**config.mk**
```make
export PLATFORM = sky130hd
export DESIGN_NAME = mem_io_responder
export DESIGN_NICKNAME = d
export VERILOG_FILES = /design/src/rtl/mem_io_responder.sv
export SDC_FILE = /design/constraint.sdc
export NUM_CORES = 1
export LEC_CHECK = 0
export BUFFER_PORTS_ARGS = -buffer_cell sky130_fd_sc_hd__buf_2
export CAP_MARGIN = 20
export CORE_MARGIN = 5
export CORE_UTILIZATION = 60
export CTS_CLUSTER_SIZE = 40
export DETAILED_ROUTE_END_ITERATION = 8
export PLACE_DENSITY = 0.77
export SLEW_MARGIN = 40
export SYNTH_ARGS = -nofsm -noshare
export SYNTH_HDL_FRONTEND = slang
export SYNTH_SLANG_ARGS = --single-unit
```
**constraint.sdc**
```tcl
create_clock -name clk -period 3.2 [get_ports clk]
set_clock_uncertainty 0.05 [all_clocks]
set_input_delay 0.48 -clock clk [delete_from_list [all_inputs] [get_ports clk]]
set_output_delay 0.48 -clock clk [all_outputs]
set_load 0.005 [all_outputs]
```
**src/rtl/mem_io_responder.sv**
```systemverilog
// Memory-side responder for the 6-bit-address / 8-bit-data CPU bus.
// Holds the program RAM, two memory-mapped I/O registers and the byte-stream loader that gates the CPU reset.
module mem_io_responder #(
    parameter int AW          = 6,
    parameter int DW          = 8,
    parameter int IO_IN_ADDR  = 62,
    parameter int IO_OUT_ADDR = 63
) (
    input  logic          clk,
    input  logic          clr,
    input  logic          cpu_we,
    input  logic [AW-1:0] cpu_addr,
    input  logic [DW-1:0] cpu_wdata,
    output logic [DW-1:0] cpu_rdata,
    output logic          cpu_clr_n,
    input  logic          ld_start,
    input  logic          ld_valid,
    input  logic          ld_last,
    input  logic [DW-1:0] ld_data,
    output logic          ld_ready,
    input  logic [DW-1:0] io_in,
    output logic [DW-1:0] io_out,
    output logic          io_strobe,
    output logic [1:0]    state_o
);

    localparam int            RAM_WORDS = 2**AW - 2;
    localparam logic [AW-1:0] A_IN      = AW'(IO_IN_ADDR);
    localparam logic [AW-1:0] A_OUT     = AW'(IO_OUT_ADDR);
    localparam logic [AW-1:0] LAST_PTR  = AW'(RAM_WORDS - 1);

    typedef enum logic [1:0] {
        HOLD = 2'b00,
        LOAD = 2'b01,
        RUN  = 2'b10
    } state_t;

    state_t        r_state;
    state_t        w_state_nx;
    logic [AW-1:0] r_ptr;
    logic [AW-1:0] w_ptr_nx;
    logic          w_ld_we;
    logic          w_cpu_ram_we;
    logic          w_cpu_out_we;
    logic [DW-1:0] r_mem [RAM_WORDS];
    logic [DW-1:0] r_io_out;
    logic          r_io_strobe;
    logic [DW-1:0] r_sync1;
    logic [DW-1:0] r_sync2;
    logic [DW-1:0] w_rdata;

    always_ff @(posedge clk) begin
        if (clr) begin
            r_state <= HOLD;
            r_ptr   <= '0;
        end else begin
            r_state <= w_state_nx;
            r_ptr   <= w_ptr_nx;
        end
    end

    // A restart pulse in LOAD takes priority over a byte offered in the same cycle.
    always_comb begin
        w_state_nx = r_state;
        w_ptr_nx   = r_ptr;
        w_ld_we    = 1'b0;
        case (r_state)
            HOLD, RUN: begin
                if (ld_start) begin
                    w_state_nx = LOAD;
                    w_ptr_nx   = '0;
                end
            end
            LOAD: begin
                if (ld_start) begin
                    w_ptr_nx = '0;
                end else if (ld_valid) begin
                    w_ld_we  = ~clr;
                    w_ptr_nx = r_ptr + AW'(1);
                    if (ld_last || (r_ptr == LAST_PTR)) begin
                        w_state_nx = RUN;
                    end
                end
            end
            default: w_state_nx = HOLD;
        endcase
    end

    assign w_cpu_ram_we = ~clr && (r_state == RUN) && cpu_we && (cpu_addr < A_IN);
    assign w_cpu_out_we = ~clr && (r_state == RUN) && cpu_we && (cpu_addr == A_OUT);

    always_ff @(posedge clk) begin
        if (w_ld_we) begin
            r_mem[r_ptr] <= ld_data;
        end else if (w_cpu_ram_we) begin
            r_mem[cpu_addr] <= cpu_wdata;
        end
    end

    always_ff @(posedge clk) begin
        if (clr) begin
            r_io_out    <= '0;
            r_io_strobe <= 1'b0;
            r_sync1     <= '0;
            r_sync2     <= '0;
        end else begin
            r_io_strobe <= w_cpu_out_we;
            if (w_cpu_out_we) begin
                r_io_out <= cpu_wdata;
            end
            r_sync1 <= io_in;
            r_sync2 <= r_sync1;
        end
    end

    always_comb begin
        w_rdata = '0;
        if (r_state == RUN) begin
            if (cpu_addr == A_OUT) begin
                w_rdata = r_io_out;
            end else if (cpu_addr == A_IN) begin
                w_rdata = r_sync2;
            end else begin
                w_rdata = r_mem[cpu_addr];
            end
        end
    end

    assign cpu_rdata = w_rdata;
    assign cpu_clr_n = (r_state == RUN);
    assign ld_ready  = (r_state == LOAD);
    assign io_out    = r_io_out;
    assign io_strobe = r_io_strobe;
    assign state_o   = r_state;

endmodule

```
==> impl_metrics.toml <==
[critical_path]
cpLargestDelayFamily = "multiplexers"
crit_path_start_kind = "input pin"
endpoint_kind = "output pin"
critPathBufInv = 4
cp_slowest_cell = "mux4_2"
ff2ff_path_depth = 6
cp.arrival_ns = 2.61
critPathMaxFanout = 24
path_cells = "buf_16, buf_12, mux4_2, mux2i_1, nor3_1, o32ai_2, buf_4, a221oi_2, buf_2"
timing.rr.start = "state_o[0]"
max_stage_delay_ns = 0.53
path_class = "input pin to output pin"
worstPathRequired_ns = 2.67
crit_start = "cpu_addr[0]"
rr_endpoint = "r_mem[47][2]"
ff2ff_setup_slack_ns = 0.42

[detailed_routing]
wl_per_cell_um = 26.29
first_iter_violations = 1067
num_vias = 11420
ant_nets = 0
viasPerCell = 6.285
drc = 0
wirelength_um = 47770
drtPass1Iterations = 5

[power_and_ir_drop]
ir_worst_vdd_mv = 0.5442
p_per_area_mw_per_mm2 = 571.0
p_leak_uw = 0.008373

[timing]
slew_headroom = 0.4329
setup_tns_ns = 0
setup_viol = 0
final_hold_viol_count = 0
fin_ws_ns = 0.06064
clock.fmax_mhz = 318.5
slew_violations = 0
grt_setup_unrepaired = "true"
period_share = 0.9810
period_needed_ns = 3.139
worst_pin_slew_ns = 0.8475

[placed_design]
post-place-ws_ns = -0.1703
place_congestion = 0.8543
place_hpwl_um = 30810
io_buffers = 56

[logic_synthesis]
synth_ff_type = "edfxtp_1"
syn_inst = 1136
syn_avg_cell_area_sq_um = 18.68
synthesis.nets = 1174
synthTopCellsByArea = "edfxtp_1, mux4_2, mux2i_1"
yosysTopAreaCell = "edfxtp_1"
ys_seq_elements = 529
yosysUniqueCellTypes = 54
async_flop_share = 0
synth_edf_count = 496
synth_top_area_frac = 0.7018
yosys_warnings = 0
synthTopCellsByCount = "edfxtp_1, mux2i_1, nor2_1"
netlist_area_sq_mm = 0.02122
yosysMostFrequentCell = "edfxtp_1"
seq_area_frac_synth = 0.7329

[clock_tree]
htree_levels = 2
cts-root-buf = "clkbuf_16"
clk_pin_slew_worst_paths_ns = 0.06
cts_buffer_depth = 3
numClockSinks = 529
cts_tree = "yes"
clk_latency_ns = 0.56
holdBufCountCts = 0
numCtsBuffers = 52

[grt]
overflow = 0
grt_start_max_net_pins = 63
grt_pass1_vias = 11720
antenna_found_initial = 0
grt_usage = 0.2465
grt_pass1_wl_um = 72040

[floorplanning]
die_area_sq_mm = 0.03923
coreArea_sq_mm = 0.03471
io-pin-count = 57
fp-row-count = 68
start_util = 0.6114
die_h_um = 198.1
dieWidth_um = 198.1

[layout]
multiInputGateArea_sq_mm = 0.005300
final_layout_size_suffix_gt1_frac = 0.2939
nets = 1361
syn2layout_area_growth_pct = 15.65
ff_latch_area_sq_mm = 0.01555
fillers = 2082

[hold_path]
hold_path_end = "io_out[2]"
hp-class = "input pin to register"
holdPathStages = 3
hp-start = "cpu_wdata[2]"

[flow_run]
maxCapViolations = 0

[run_status]
status = "complete, no violations"
==> through the flow <==
stage	cell area [sq um]	std cells	utilization	power [uW]	hold WS, ns
2_1_floorplan	21220	1136	-	8184	0.3638
3_3_place_gp	22890	1724	0.6593	8476	0.3784
3_5_place_dp	22890	1724	0.6595	8493	0.3801
4_1_cts	24500	1816	0.7057	14090	0.05790
5_1_grt	24540	1816	0.7070	14450	0.08714
6_report	24540	1817	0.7071	14020	0.07652
==> cells in the final DEF (no fill, tap or decap), types with 3 or more instances in the layout <==
cell        netlist  final
mux2i_2           0      5
dfxtp_1          33     33
buf_4             7    120
nor2_1           95     89
nand3_1           5      5
mux2i_1         106    101
nand2b_1         22     22
a2111oi_2         5      6
o22ai_1          12     11
nor2_2            1      7
clkinvlp_4        0      3
nor2b_1          23     23
mux2_2           19     17
a21oi_1          12     12
a2111oi_0         4      3
a22oi_1          17     17
clkinv_1          0     15
a41oi_1           3      3
a41o_1            5      5
xor2_1            3      3
and3_1            9      9
bufinv_16         0      3
clkbuf_1         17      9
o32ai_2           2      3
o21ai_0          19     19
a21boi_1          4      4
a211oi_1         10     10
clkinv_2          0      8
nand2_1          47     47
o32ai_1           4      3
clkbuf_16         0     53
buf_12            3     16
nor3b_1           3      3
mux4_2           91     91
buf_2            19     53
edfxtp_1        496    496
==> area by class of cell <==
type,count,share of cell area
Antenna cell,1,0.0001020
Clock buffer,62,0.05541
Clock inverter,30,0.008717
Inverter,2,0.0003059
Multi-Input combinational cell,546,0.2159
Sequential cell,529,0.6337
Tap cell,455,0.02319
Timing Repair Buffer,192,0.06260
==> cell families after synthesis <==
kind of cell               Yosys count  synth area share
AOI/OAI and AO/OA                  110           0.04074
xor gates and xnor gates             4          0.001651
adders and majority gates            2          0.001179
buffers and inverters               61           0.02022
DFF                                529            0.7329
muxes                              216            0.1566
and+or+nand+nor                    214           0.04663
==> worst max-delay path by stage <==
stage	end	slack [ns]	depth (start not counted)
floorplan	r_mem[16][0]	0.53	8
global placement	cpu_rdata[6]	-0.27	9
detailed placement	cpu_rdata[6]	-0.17	9
CTS	cpu_rdata[5]	0.005	9
global route	cpu_rdata[0]	-0.0006	10
finish	cpu_rdata[5]	0.06	9
==> per-layer routing <==
layer	global-route usage	vias to the layer above	wire, um
li1	-	4928	-
met1	0.3446	5825	19090
met2	0.3935	569	23080
met3	0.05394	98	4099
met4	0.08391	0	1496
met5	0	-	0
==> state kept, by name, indices dropped and copies added, names as in the netlist <==
signal and count:
r_mem 496, io_out 8, r_sync1 8, r_sync2 8, r_ptr 6, state_o 2
io_strobe 1
==> power breakdown <==
group	switching (uW)	internal, uW
clock	2410	3250
combinational	444	332
sequential	8.85	7580
total	2860	11200
==> timing repair <==
item,in CTS,in global routing
resized for setup,7,6
buffers inserted,0,0
setup endpoints to repair,5,6
==> worst register-to-register path, stage by stage (launching register included) <==
cell	delay, ns
dfxtp_1	0.46
and4bb_2	0.31
o21ai_4	0.09
buf_12	0.16
mux2i_1	0.26
nand2_1	0.35
nor2_1	0.71
(Power assumes the default switching activity.)
